**config.mk**
```make
export PLATFORM = sky130hd
export DESIGN_NAME = serial_transmit
export DESIGN_NICKNAME = d
export VERILOG_FILES = /design/src/rtl/serial_pkg.sv /design/src/rtl/serial_tx_fifo.sv /design/src/rtl/serial_transmit.sv
export SDC_FILE = /design/constraint.sdc
export NUM_CORES = 1
export LEC_CHECK = 0
export BUFFER_PORTS_ARGS = -buffer_cell sky130_fd_sc_hd__buf_4
export CAP_MARGIN = 0
export CORE_MARGIN = 2
export CORE_UTILIZATION = 30
export DETAILED_ROUTE_END_ITERATION = 10
export MAX_ROUTING_LAYER = met4
export PLACE_DENSITY_LB_ADDON = 0.12
export REMOVE_ABC_BUFFERS = 1
export SLEW_MARGIN = 0
export SYNTH_ARGS = -nofsm -noshare
export SYNTH_HDL_FRONTEND = slang
export SYNTH_HIERARCHICAL = 1
export SYNTH_SLANG_ARGS = --single-unit
export TNS_END_PERCENT = 10
```
**constraint.sdc**
```tcl
create_clock -name Clock -period 2.5 [get_ports Clock]
set_clock_uncertainty 0.05 [all_clocks]
set_input_delay 0.25 -clock Clock [delete_from_list [all_inputs] [get_ports Clock]]
set_output_delay 0.25 -clock Clock [all_outputs]
set_load 0.05 [all_outputs]
```
**src/rtl/serial_pkg.sv**
```systemverilog
// Shared constants and tx state encoding for the 16-bit serial link.
package serial_pkg;

    localparam int DEF_BIT_CLOCKS = 8;
    localparam int DEF_DATA_BITS  = 16;
    localparam int FRAME_CLOCKS   = DEF_BIT_CLOCKS * (DEF_DATA_BITS + 2);

    typedef enum logic [1:0] {
        IDLE  = 2'd0,
        START = 2'd1,
        DATA  = 2'd2,
        STOP  = 2'd3
    } tx_state_e;

endpackage

```
**src/rtl/serial_tx_fifo.sv**
```systemverilog
// Synchronous input FIFO with fall-through read data; DEPTH must be a power of 2.
module serial_tx_fifo #(
    parameter int DEPTH = 4,
    parameter int WIDTH = 16
) (
    input  logic             Clock,
    input  logic             ResetN,
    input  logic             push,
    input  logic             pop,
    input  logic [WIDTH-1:0] din,
    output logic [WIDTH-1:0] dout,
    output logic             full,
    output logic             empty
);
    localparam int AW = $clog2(DEPTH);

    logic [WIDTH-1:0] mem_q [DEPTH];
    logic [AW-1:0]    wr_q, rd_q;
    logic [AW:0]      cnt_q;
    logic             do_push, do_pop;

    assign full    = (cnt_q == (AW+1)'(DEPTH));
    assign empty   = (cnt_q == '0);
    assign do_push = push && !full;
    assign do_pop  = pop && !empty;
    assign dout    = mem_q[rd_q];

    always_ff @(posedge Clock) begin
        if (do_push) mem_q[wr_q] <= din;
    end

    always_ff @(posedge Clock) begin
        if (!ResetN) begin
            wr_q  <= '0;
            rd_q  <= '0;
            cnt_q <= '0;
        end else begin
            if (do_push) wr_q <= wr_q + 1'b1;
            if (do_pop)  rd_q <= rd_q + 1'b1;
            // push and pop together leave the occupancy unchanged
            if (do_push && !do_pop)      cnt_q <= cnt_q + 1'b1;
            else if (do_pop && !do_push) cnt_q <= cnt_q - 1'b1;
        end
    end
endmodule

```
**src/rtl/serial_transmit.sv**
```systemverilog
// Frame transmitter: start bit, DATA_BITS LSB first, stop bit, BIT_CLOCKS clocks per bit.
// Define SERIAL_TX_FIFO_EN to buffer words in a FIFO_DEPTH-entry input FIFO.
module serial_transmit
    import serial_pkg::*;
#(
    parameter int BIT_CLOCKS = DEF_BIT_CLOCKS,
    parameter int DATA_BITS  = DEF_DATA_BITS
`ifdef SERIAL_TX_FIFO_EN
    ,
    parameter int FIFO_DEPTH = 4
`endif
) (
    input  logic                 Clock,
    input  logic                 ResetN,
    input  logic                 Load,
    input  logic [DATA_BITS-1:0] DataIn,
    output logic                 Ready,
    output logic                 Transmit,
    output logic                 Busy,
    output logic                 Done
);
    localparam int CW = $clog2(BIT_CLOCKS);
    localparam int IW = $clog2(DATA_BITS);

    tx_state_e            state_q;
    logic [CW-1:0]        cnt_q;
    logic [IW-1:0]        idx_q;
    logic [DATA_BITS-1:0] shift_q;
    logic                 tx_q, busy_q, done_q;

    logic                 pending, take, bit_end, last_bit;
    logic [DATA_BITS-1:0] next_word;

    assign bit_end  = (cnt_q == CW'(BIT_CLOCKS - 1));
    assign last_bit = (idx_q == IW'(DATA_BITS - 1));
    assign take     = pending && ((state_q == IDLE) || (state_q == STOP && bit_end));

`ifdef SERIAL_TX_FIFO_EN
    logic fifo_full, fifo_empty;

    serial_tx_fifo #(
        .DEPTH (FIFO_DEPTH),
        .WIDTH (DATA_BITS)
    ) u_fifo (
        .Clock  (Clock),
        .ResetN (ResetN),
        .push   (Load),
        .pop    (take),
        .din    (DataIn),
        .dout   (next_word),
        .full   (fifo_full),
        .empty  (fifo_empty)
    );

    assign Ready   = !fifo_full;
    assign pending = !fifo_empty;
`else
    // Ready is low outside IDLE, so a pending word can only start from IDLE
    assign Ready     = (state_q == IDLE);
    assign pending   = Load && Ready;
    assign next_word = DataIn;
`endif

    always_ff @(posedge Clock) begin
        if (!ResetN) begin
            state_q <= IDLE;
            cnt_q   <= '0;
            idx_q   <= '0;
            shift_q <= '0;
            tx_q    <= 1'b1;
            busy_q  <= 1'b0;
            done_q  <= 1'b0;
        end else begin
            // line outputs are registered from the current state, one clock behind it
            tx_q   <= (state_q == START) ? 1'b0 :
                      (state_q == DATA)  ? shift_q[0] : 1'b1;
            busy_q <= (state_q != IDLE);
            done_q <= (state_q == STOP) && bit_end;

            if (state_q == IDLE || bit_end) cnt_q <= '0;
            else                            cnt_q <= cnt_q + 1'b1;

            case (state_q)
                IDLE: begin
                    if (take) begin
                        shift_q <= next_word;
                        idx_q   <= '0;
                        state_q <= START;
                    end
                end
                START: begin
                    if (bit_end) state_q <= DATA;
                end
                DATA: begin
                    if (bit_end) begin
                        shift_q <= shift_q >> 1;
                        idx_q   <= idx_q + 1'b1;
                        if (last_bit) state_q <= STOP;
                    end
                end
                STOP: begin
                    if (bit_end) begin
                        if (take) begin
                            shift_q <= next_word;
                            idx_q   <= '0;
                            state_q <= START;
                        end else begin
                            state_q <= IDLE;
                        end
                    end
                end
                default: state_q <= IDLE;
            endcase
        end
    end

    assign Transmit = tx_q;
    assign Busy     = busy_q;
    assign Done     = done_q;
endmodule
```
== Word level (Yosys, flattened, before mapping) ==
Index checks and enable logic that the tools add are counted.

* Add/subtract/negate cells: 2
* $mul: 0
* Div/mod/pow operators: 0
* Magnitude comparators: 0
* Equality and inequality tests: 10
* Shifts and indexed selects: 0
* Muxes and demuxes: 17
* Bitwise gates (word level): 1
* Reductions and logical operators: 11

{| class="wikitable"
|+ Operators with widths
! cell !! count
|-
| $mux 16 || 3
|-
| $pmux 16 s3 || 1
|-
| $mux 4 || 3
|-
| $pmux 4 s3 || 1
|-
| $mux 2 || 5
|-
| $ne 2x2->1 const B || 4
|-
| $pmux 2 s4 || 1
|-
| $reduce_and 5->1 || 1
|-
| $add 4x1->4 const B || 1
|-
| $eq 2x2->1 const B || 2
|-
| $eq 4x4->1 const B || 1
|-
| $add 3x1->3 const B || 1
|-
| $eq 3x3->1 const B || 1
|-
| $logic_and 1x1->1 || 3
|-
| $mux 1 || 3
|-
| $reduce_and 3->1 || 1
|-
| $reduce_bool 3->1 || 1
|-
| $eq 2x1->1 const B || 1
|-
| $logic_not 2->1 || 1
|-
| $logic_or 1x1->1 || 2
|-
| $ne 2x1->1 const B || 1
|-
| $reduce_bool 2->1 || 1
|-
| $reduce_or 2->1 || 1
|-
| $not 1->1 || 1
|}

* Bits in registers: 28
* Bits in latches: 0
* Bits in writable memories: 0
* ROM bits: 0
* Bits of input ports: 19
* Output and inout bits: 4
* Memories kept: 0

== Longest topological paths before layout ==
Gate-level depths: netlist of run 1.

* Depth in word-level cells: 7
* Gate-level depth with buffers: 7

== Worst setup path after synthesis of run 1 ==
OpenSTA, ideal clock, no wires.

* Kind: reg2reg
* From: register state_q[0]
* To: register idx_q[0]
* Setup time: 0.116 ns
* Data arrival time: 1.723 ns
* Data required time: 2.334 ns
* Setup slack: 0.612 ns
* Stages on the path, launching flop included: 7
* Buffers on the path: 1
* Period minus slack after synthesis: 1.888 ns
* Cell sequence: dfxtp_1 > inv_1 > ha_1 > a21oi_1 > a211o_1 > buf_6 > a31o_1

{| class="wikitable"
|+ RTL lines
! what !! line !! text
|-
| start: declaration || serial_transmit.sv:25 || <nowiki>tx_state_e state_q;</nowiki>
|-
| start signal: assignment || serial_transmit.sv:66 || <nowiki>state_q <= IDLE;</nowiki>
|-
| start signal: assignment || serial_transmit.sv:88 || <nowiki>state_q <= START;</nowiki>
|-
| start signal: assignment || serial_transmit.sv:92 || <nowiki>if (bit_end) state_q <= DATA;</nowiki>
|-
| $logic_not 2->1 (*) || serial_transmit.sv:59 || <nowiki>assign Ready = (state_q == IDLE);</nowiki>
|-
| named net Ready || serial_transmit.sv:17 || <nowiki>output logic Ready,</nowiki>
|-
| $logic_and 1x1->1 / $logic_or 1x1->1 (equally long branches) || serial_transmit.sv:60, serial_transmit.sv:36 ||
|-
| $logic_and 1x1->1 || serial_transmit.sv:36 || <nowiki>assign take = pending && ((state_q == IDLE) || (state_q == STOP && bit_end));</nowiki>
|-
| $mux 4 (2 in a row) || -- ||
|-
| $pmux 4 s3 || serial_transmit.sv:83 || <nowiki>case (state_q)</nowiki>
|-
| end signal: assignment || serial_transmit.sv:97 || <nowiki>idx_q <= idx_q + 1'b1;</nowiki>
|-
| end: declaration || serial_transmit.sv:27 || <nowiki>logic [IW-1:0] idx_q;</nowiki>
|}

Mark *: on every way through the listed nets, which the timed path passes. The rest lies on a longest branch. The select of a mux whose other input is x is not followed.
A chain may end at the register's enable or synchronous reset.

== Final worst setup path of run 1 ==
* From: register state_q[0]
* To: register state_q[1]

* Cells in the longest elaborated chain, start to end: 6

{| class="wikitable"
|+ Ends and longest elaborated chain
! what !! line
|-
| $eq 2x2->1 || serial_transmit.sv:36, serial_transmit.sv:83
|-
| $logic_and 1x1->1 || serial_transmit.sv:36
|-
| $logic_or 1x1->1 || serial_transmit.sv:36
|-
| $logic_and 1x1->1 || serial_transmit.sv:36
|-
| $ne 2x1->1 (no source line) || --
|-
| $reduce_and 5->1 (no source line) || --
|}

Parallel ways exist; a longest one is shown, timed or not.

==> impl_metrics.py, run 1 <==
metrics = {
    "clocking": {
        "postCtsHoldBufs": 0,
        "post-cts-setup-buffer-count": 0,
        "numCtsBuffers": 3,
        "root_buffer": "clkbuf_8",
        "clkSinkCount": 28,
        "cts_tree": "built",
        "post_cts_resized": 0,
        "h-tree-depth": 1,
        "clock_path_buffers": 2,
        "cts.clk_slew.worst_paths_ns": 0.10,
        "clkLatencyLatePin_ns": 0.27,
    },
    "yosys": {
        "yosys.area.top_type": "dfxtp_1",
        "ys_seq_area_share_pct": 38.9,
        "ys_warn_count": 6,
        "synth_top_area_share_pct": 38.9,
        "synth.avg_cell_area_sq_um": 9.75,
        "syn_inst": 148,
        "netlist_area_sq_um": 1440,
        "ys_ff_latch": 28,
        "ys_types": 25,
        "yosys-top-cells-area": "dfxtp_1 39%, mux2i_1 12%, mux2_2 12%",
    },
    "critical_path": {
        "r2r_cells": 6,
        "reg2reg_from": "state_q[0]",
        "criticalPathCategory": "reg2reg",
        "cp.required_ns": 2.66,
        "path_max_fanout": 20,
        "crit_start": "state_q[0]",
        "worstPathArrival_ns": 2.23,
        "critPathCaptureType": "flip-flop",
        "crit_path_start_kind": "flip-flop",
    },
    "pwr": {
        "p_int_uw": 1120,
        "power_frac_comb_pct": 47.0,
        "netSwitchingPower_uw": 642,
        "leakage_uw": 0.000767,
        "peakVddDrop_v": 0.000411,
        "p_per_area_nw_per_um2": 1040,
        "power_frac_clock_pct": 16.1,
        "p_seq_share_pct": 36.9,
        "switching_share_pct": 36.4,
    },
    "floorplanning": {
        "start_util_pct": 30.7,
        "dieArea_sq_um": 5380,
        "chipWidth_microns": 73.3,
        "core-area_sq_um": 4690,
        "num_rows": 25,
        "pin_count": 23,
        "die_height_microns": 73.3,
    },
    "global_routing": {
        "grt_antenna_before_repair": 0,
        "grt_max_degree": 46,
        "gr-total-overflow": 0,
        "grt_pass1_wl_microns": 4320,
        "grt_pass1_vias": 960,
        "grtUsageTotal_pct": 10.4,
    },
    "sta": {
        "drv_slew": 0,
        "rsz0062_at_grt": "false",
        "setup_violations": 0,
        "final.setup.tns_ns": 0,
        "slew_headroom_pct": 68.6,
        "whs_ns": 0.202,
        "hold_violations": 0,
        "tightest_slew_ns": 0.471,
        "fin_crit_ns": 2.06,
        "fin_crit_sh_pct": 82.6,
        "max_freq_mhz": 484,
    },
    "finish": {
        "diodes": 0,
        "drive_gt1_share_pct": 27.5,
        "fill_cells": 497,
        "fin_util_pct": 36.0,
        "nets": 196,
        "final_cells": 221,
        "area_growth_pct": 17.1,
        "final_common_cell": "nand2_1",
        "final_cell_mix": "35 x nand2_1, 28 x dfxtp_1, 24 x buf_4",
    },
    "placed_design": {
        "gp_congestion": 0.698,
        "place_inst": 217,
        "hpwl_microns": 1780,
        "io_buffers": 22,
    },
    "routing": {
        "drt_iter0_markers": 39,
        "drt_pass1_iterations": 4,
        "ant_nets": 0,
        "via_count": 1048,
        "wirelength_microns": 2610,
        "vias_per_cell": 4.74,
        "drc": 0,
        "wl_per_cell_microns": 11.8,
    },
    "min_path": {
        "min_path_type": "in2reg",
        "worstHoldStart": "DataIn[15]",
        "min_path_cells": 3,
    },
    "outcome": {
        "status": "completed",
    },
    "job": {
        "cap_violations": 0,
    },
}
## path summary, 6_finish.rpt
path                       to  slack [ns]
hold reg to reg      cnt_q[0]        0.38
hold / removal    shift_q[15]        0.20
setup / recovery   state_q[1]        0.44
setup reg to reg   state_q[1]        0.44
## layer usage
layer	up-vias	track usage, %	wire [microns]
met2	18	16.5	1240
met1	491	13.1	1230
met3	2	3.02	123
met4	0	2.42	17
li1	537	-	-
met5	-	-	0
## through the flow
step | cell area [sq um] | total power [uW] | setup WS, ns
floorplan | 1390 | 1300 | 0.273
global placement | 1630 | 1470 | 0.502
detailed placement | 1630 | 1500 | 0.462
CTS | 1690 | 1800 | 0.432
global route | 1690 | 1890 | 0.298
finish | 1690 | 1760 | 0.436
## registers in the layout, indices dropped and copies added, names as in the netlist
name	count
shift_q	16
idx_q	4
cnt_q	3
state_q	2
Busy	1
Done	1
Transmit	1
## power by group through the flow
stage / logic, uW / registers (uW) / clock network, uW
floorplan: 611 / 688 / 0
global placement: 817 / 657 / 0
detailed placement: 843 / 662 / 0
CTS: 845 / 651 / 304
global route: 906 / 669 / 313
finish: 829 / 650 / 284
## area by class of cell
type                            instances  area, sq um  area share (%)
Multi-Input combinational cell        106          807            47.8
Sequential cell                        28          561            33.2
Timing Repair Buffer                   24          180            10.7
Tap cell                               54         67.6            4.00
Clock buffer                            4         55.1            3.26
Inverter                                5         18.8            1.11
## cell usage after synthesis
master / instances
o221a_1: 2
nand3_1: 3
o21ai_0: 3
and3_1: 3
a21bo_2: 1
nand2_1: 35
buf_4: 2
nand3b_1: 1
a221oi_4: 1
inv_1: 5
a211o_1: 1
nor2_1: 3
and2_1: 1
ha_1: 9
buf_6: 2
or2_1: 1
or3_4: 1
a31o_1: 2
dfxtp_1: 28
clkbuf_1: 5
a21oi_1: 1
nor3b_1: 1
nor2b_1: 4
mux2_2: 15
mux2i_1: 18
## cell families (layout without fill, tap and decap cells)
logic type	after synthesis	in the layout	share of synthesized area, %
AO/OA/AOI/OAI	11	11	7.29
adder cells (fa/ha/maj)	9	9	7.81
buffers and inverters	14	33	5.20
flip-flops	28	28	38.9
multiplexers	33	33	24.2
AND/OR/NAND/NOR	53	53	16.7
## worst max-delay path: stages (launching register included)
cell and delay, ns:
dfxtp_1 0.40, inv_1 0.12, ha_1 0.23, buf_4 0.23
or3_4 0.42, a221oi_4 0.35, mux2i_1 0.21
Power figures use the tool's default switching activity.
==> run 2: changes to the inputs <==
--- a/config.mk
+++ b/config.mk
@@ -5,6 +5,7 @@
 export SDC_FILE = /design/constraint.sdc
 export NUM_CORES = 1
 export LEC_CHECK = 0
+export ABC_AREA = 1
 export BUFFER_PORTS_ARGS = -buffer_cell sky130_fd_sc_hd__buf_4
 export CAP_MARGIN = 0
 export CORE_MARGIN = 2
==> constraint.sdc (replaced) <==
create_clock -name Clock -period 1.75 [get_ports Clock]
set_clock_uncertainty 0.05 [all_clocks]
set_input_delay 0.175 -clock Clock [delete_from_list [all_inputs] [get_ports Clock]]
set_output_delay 0.175 -clock Clock [all_outputs]
set_load 0.05 [all_outputs]
==> run 2 against run 1 <==
Effect of this change:
- first-iteration DRC count increased by 62%
- fmax rose by 27%
- final area up 0.59%
- sequential share of layout area shrank 0.20 points
- setup slack got worse by 0.32 ns
- via count grew 17%
- combinational power rose by 110%
- sequential cell count is the same
- clock power is 24% higher
- die area fell by 3.0%
- sequential power is 46% higher
==> impl_metrics.py, run 2 <==
metrics = {
    "outcome": {
        "status": "completed",
    },
    "clocking": {
        "cts.clk_slew.worst_paths_ns": 0.10,
        "clock_path_buffers": 2,
        "clkSinkCount": 28,
        "cts_tree": "built",
        "clkLatencyLatePin_ns": 0.27,
        "post-cts-setup-buffer-count": 0,
        "root_buffer": "clkbuf_8",
        "h-tree-depth": 1,
        "postCtsHoldBufs": 0,
        "post_cts_resized": 0,
        "numCtsBuffers": 3,
    },
    "yosys": {
        "ys_ff_latch": 28,
        "synth_ff_type": "dfxtp_1",
        "synth_top_area_share_pct": 40.1,
        "ys_types": 21,
        "yosys.area.top_type": "dfxtp_1",
        "yosys-top-cells-area": "dfxtp_1 40%, nand2_1 17%, nor2_1 12%",
        "synth_edf_count": 0,
        "ys_warn_count": 6,
        "synthArstFlopShare_pct": 0,
        "synth.avg_cell_area_sq_um": 6.88,
        "syn_inst": 203,
        "ys_seq_area_share_pct": 40.1,
        "synth_common_cells": "65 x nand2_1, 43 x nor2_1, 28 x dfxtp_1",
        "synth_most_common_cell": "nand2_1",
        "netlist_area_sq_um": 1400,
    },
    "finish": {
        "largest-register": "shift_q",
        "final_cell_mix": "65 x nand2_1, 43 x nor2_1, 29 x buf_4",
        "fill_cells": 497,
        "design_area_sq_um": 1700,
        "reg_top3": "shift_q (16), idx_q (4), cnt_q (3)",
        "diodes": 0,
        "area_growth_pct": 21.6,
        "largest_reg_flops": 16,
        "drive_gt1_share_pct": 17.5,
        "final_cells": 280,
        "final_common_cell": "nand2_1",
        "nets": 258,
    },
    "routing": {
        "wirelength_microns": 3000,
        "vias_per_cell": 4.39,
        "wl_per_cell_microns": 10.7,
        "via_count": 1229,
        "ant_nets": 0,
        "drc": 0,
        "drt_iter0_markers": 63,
        "drt_pass1_iterations": 4,
    },
    "placed_design": {
        "placed_cell_area_sq_um": 1660,
        "gp_congestion": 0.775,
        "place_inst": 277,
        "io_buffers": 22,
        "hpwl_microns": 2120,
    },
    "sta": {
        "fin_crit_ns": 1.63,
        "whs_ns": 0.143,
        "hold_violations": 0,
        "tightest_slew_ns": 0.205,
        "rsz0062_at_grt": "true",
        "fin_crit_sh_pct": 93.1,
        "max_freq_mhz": 614,
        "slew_headroom_pct": 86.3,
        "setup_violations": 0,
        "drv_slew": 0,
    },
    "critical_path": {
        "cpPeakStageDelay_ns": 0.34,
        "reg2reg_from": "state_q[0]",
        "r2r_cells": 8,
        "worstPathArrival_ns": 1.75,
        "critPathCaptureType": "flip-flop",
        "criticalPathCategory": "reg2reg",
        "path_max_fanout": 12,
        "crit_path_start_kind": "flip-flop",
        "crit_chain": "inv_1, ha_2, inv_2, a21oi_4, nand2_1, buf_4, o21ai_1, nor2_1",
        "critPathSlowestCell": "dfxtp_1",
        "r2r_setup_slack_ns": 0.12,
        "cp.required_ns": 1.87,
        "r2r_end": "shift_q[8]",
    },
    "global_routing": {
        "grtUsageTotal_pct": 13.3,
        "gr-total-overflow": 0,
        "grt_antenna_before_repair": 0,
        "grt_max_degree": 22,
        "grt_pass1_wl_microns": 5290,
        "grt_pass1_vias": 1162,
    },
    "min_path": {
        "min_path_type": "in2reg",
        "min_path_cells": 2,
        "worstHoldStart": "ResetN",
        "hold_end": "Transmit",
    },
    "floorplanning": {
        "die_height_microns": 72.3,
        "pin_count": 23,
        "num_rows": 24,
        "dieArea_sq_um": 5220,
        "core-area_sq_um": 4410,
        "start_util_pct": 31.7,
        "chipWidth_microns": 72.3,
    },
    "job": {
        "cap_violations": 0,
    },
    "pwr": {
        "leakage_uw": 0.000806,
        "p_per_area_nw_per_um2": 1780,
        "peakVddDrop_v": 0.000671,
    },
}
[run 2: power by group]
part | leakage (uW) | internal (uW) | switching (uW)
Sequential | 0.000230 | 849 | 99.8
Clock | 0.0000216 | 155 | 197
Combinational | 0.000555 | 663 | 1060
[run 2: cell families after synthesis]
family | count (synthesis) | share of synthesized area, %
AO/OA/AOI/OAI | 25 | 10.8
AND/OR/NAND/NOR | 117 | 33.1
XOR/XNOR | 1 | 0.627
adder cells (fa/ha/maj) | 9 | 8.06
buffers and inverters | 23 | 7.25
flip-flops | 28 | 40.1
[run 2: layer usage]
layer | routed length (microns) | global-route usage (%)
met1 | 1550 | 17.9
met3 | 115 | 2.50
met4 | 46 | 5.03
met5 | 0 | -
met2 | 1290 | 20.0
[run 2: layout make-up]
| class | count | area (sq um) | area share (%) |
|---|---|---|---|
| clock buffers | 3 | 41.3 | 2.43 |
| well taps | 52 | 65.1 | 3.83 |
| repair buffers | 30 | 238 | 14.0 |
| multi-input cells | 152 | 738 | 43.4 |
| flip-flops and latches | 28 | 561 | 33.0 |
| inverters | 15 | 56.3 | 3.31 |
[run 2: worst max-delay path by stage]
stage | startpoint | endpoint | slack [ns] | cells after the start
finish | state_q[0] | shift_q[8] | 0.12 | 8
global route | state_q[0] | shift_q[6] | -0.02 | 8
CTS | state_q[0] | shift_q[8] | 0.04 | 8
detailed placement | state_q[0] | shift_q[8] | 0.07 | 8
global placement | state_q[0] | shift_q[14] | 0.12 | 8
floorplan | state_q[0] | idx_q[3] | -0.43 | 7
[run 2: through the flow]
stage          worst slack, ns  TNS (ns)  util, %  total power (uW)
3_5_place_dp            0.0740         0     37.5              2710
5_1_grt                -0.0228    -0.107     38.5              3350
4_1_cts                 0.0374         0     38.4              3070
6_report                 0.120         0     38.5              3020
2_1_floorplan           -0.431     -8.24        -              2100
3_3_place_gp             0.117         0     37.5              2720
[run 2: critical path, delay by kind of cell, from the launching register on]
family | cells | cell delay [ns]
buffers and inverters | 3 | 0.40
AO/OA/AOI/OAI | 2 | 0.30
adder cells (fa/ha/maj) | 1 | 0.29
AND/OR/NAND/NOR | 2 | 0.14
flip-flops | 1 | 0.34
==> run 3: changes to the inputs <==
--- a/config.mk
+++ b/config.mk
@@ -12,7 +12,6 @@
 export CORE_UTILIZATION = 30
 export DETAILED_ROUTE_END_ITERATION = 10
 export MAX_ROUTING_LAYER = met4
-export PLACE_DENSITY_LB_ADDON = 0.12
 export REMOVE_ABC_BUFFERS = 1
 export SLEW_MARGIN = 0
 export SYNTH_ARGS = -nofsm -noshare
==> run 3 against run 2 <==
Effect of this change:
- fmax rose by 0.92%
- combinational power fell by 3%
- hold slack got worse by 0.00066 ns
- cell count did not move
- critical endpoint is now shift_q[14]
- largest power group unchanged
- non-clock buffer count fell by 1
- routed wire length fell by 4.4%
- die area did not move
- final area rose by 1.2%
- global-route usage fell by 0.67 points
- first-iteration DRC count fell by 32%
- sequential power rose by 1%
==> impl_metrics.py, run 3 (synthesized netlist as in run 2, its figures left out) <==
metrics = {
    "outcome": {
        "status": "completed",
    },
    "finish": {
        "drive_gt1_share_pct": 18.0,
        "largest-register": "shift_q",
        "nets": 257,
        "area_growth_pct": 23.0,
        "final_cells": 280,
        "reg_top3": "shift_q (16), idx_q (4), cnt_q (3)",
        "fill_cells": 485,
        "diodes": 0,
        "largest_reg_flops": 16,
        "final_cell_mix": "65 x nand2_1, 43 x nor2_1, 29 x buf_4",
        "final_common_cell": "nand2_1",
    },
    "pwr": {
        "peakVddDrop_v": 0.00120,
        "leakage_uw": 0.000813,
        "p_per_area_nw_per_um2": 1820,
    },
    "clocking": {
        "root_buffer": "clkbuf_8",
        "postCtsHoldBufs": 0,
        "clock_path_buffers": 2,
        "post-cts-setup-buffer-count": 0,
        "cts_tree": "built",
        "numCtsBuffers": 3,
        "clkLatencyLatePin_ns": 0.28,
        "h-tree-depth": 1,
        "clkSinkCount": 28,
        "cts.clk_slew.worst_paths_ns": 0.10,
    },
    "routing": {
        "wirelength_microns": 2870,
        "drt_iter0_markers": 43,
        "drt_pass1_iterations": 4,
        "drc": 0,
        "via_count": 1225,
        "wl_per_cell_microns": 10.3,
        "ant_nets": 0,
        "vias_per_cell": 4.38,
    },
    "floorplanning": {
        "core-area_sq_um": 4410,
        "chipWidth_microns": 72.3,
        "die_height_microns": 72.3,
        "dieArea_sq_um": 5220,
        "start_util_pct": 31.7,
        "num_rows": 24,
        "pin_count": 23,
    },
    "critical_path": {
        "worstPathArrival_ns": 1.75,
        "critPathCaptureType": "flip-flop",
        "critPathSlowestCell": "dfxtp_1",
        "r2r_setup_slack_ns": 0.13,
        "crit_path_start_kind": "flip-flop",
        "cpPeakStageDelay_ns": 0.43,
        "path_max_fanout": 9,
        "cp.required_ns": 1.88,
        "criticalPathCategory": "reg2reg",
        "crit_chain": "inv_1, ha_1, buf_4, a21oi_2, nor2_4, buf_4, nor2_1, nor2_1",
    },
    "sta": {
        "setup_violations": 0,
        "rsz0062_at_grt": "false",
        "whs_ns": 0.143,
        "hold_violations": 0,
        "final.setup.tns_ns": 0,
        "max_freq_mhz": 619,
        "slew_headroom_pct": 84.5,
        "fin_crit_sh_pct": 92.3,
        "fin_crit_ns": 1.62,
        "tightest_slew_ns": 0.232,
        "drv_slew": 0,
    },
    "global_routing": {
        "grt_antenna_before_repair": 0,
        "grt_pass1_wl_microns": 5100,
        "grtUsageTotal_pct": 12.7,
        "grt_max_degree": 22,
        "grt_pass1_vias": 1193,
        "gr-total-overflow": 0,
    },
    "placed_design": {
        "place_inst": 276,
        "gp_congestion": 0.797,
        "io_buffers": 22,
        "hpwl_microns": 1950,
    },
    "min_path": {
        "min_path_type": "in2reg",
    },
    "job": {
        "cap_violations": 0,
    },
}
[run 3: metrics by stage]
stage               util, %  total power, uW  area [sq um]  setup slack, ns
floorplan                 -             2100          1350           -0.431
detailed placement     37.0             2610          1640           0.0423
finish                 38.9             3130          1720            0.135
global placement       37.0             2600          1640            0.107
global route           38.9             3420          1720           0.0151
CTS                    38.7             3130          1710           0.0390
[run 3: cell type report]
type	instances	area, sq um	area share [%]
clock buffers	3	41.3	2.40
clock inverters	1	30.0	1.75
inverters	15	56.3	3.28
multi-input cells	152	748	43.5
flip-flops and latches	28	561	32.6
well taps	52	65.1	3.78
repair buffers	29	218	12.7
[run 3: path summary, 6_finish.rpt]
| check | startpoint | to | depth (start not counted) |
|---|---|---|---|
| max | state_q[1] | shift_q[14] | 8 |
| min | DataIn[15] | shift_q[15] | 3 |
| max reg2reg | state_q[1] | shift_q[14] | 8 |
| min reg2reg | cnt_q[0] | cnt_q[0] | 1 |
[run 3: worst max-delay path, delay by kind of cell (launching register included)]
family                     cells  cell delay [ns]
buffers and inverters          3             0.45
DFF                            1             0.43
adders and majority gates      1             0.21
and+or+nand+nor                3             0.20
AOI/OAI and AO/OA              1             0.18
[run 3: per-layer routing]
metal	GRT usage, %	wire, microns
met5	-	0
met4	3.77	24
met3	3.75	141
met2	19.8	1220
met1	15.8	1480
[run 3: what timing repair did]
action / CTS / global route
resized for setup: 0 / 3
endpoints found under the hold margin: 0 / 0
endpoints found under the setup margin: 0 / 20
[run 3: power breakdown]
part	total (uW)	internal (uW)	leakage, uW	switching [uW]
sequential	959	849	0.000230	110
clock	508	306	0.0000357	202
combinational	1660	612	0.000548	1050
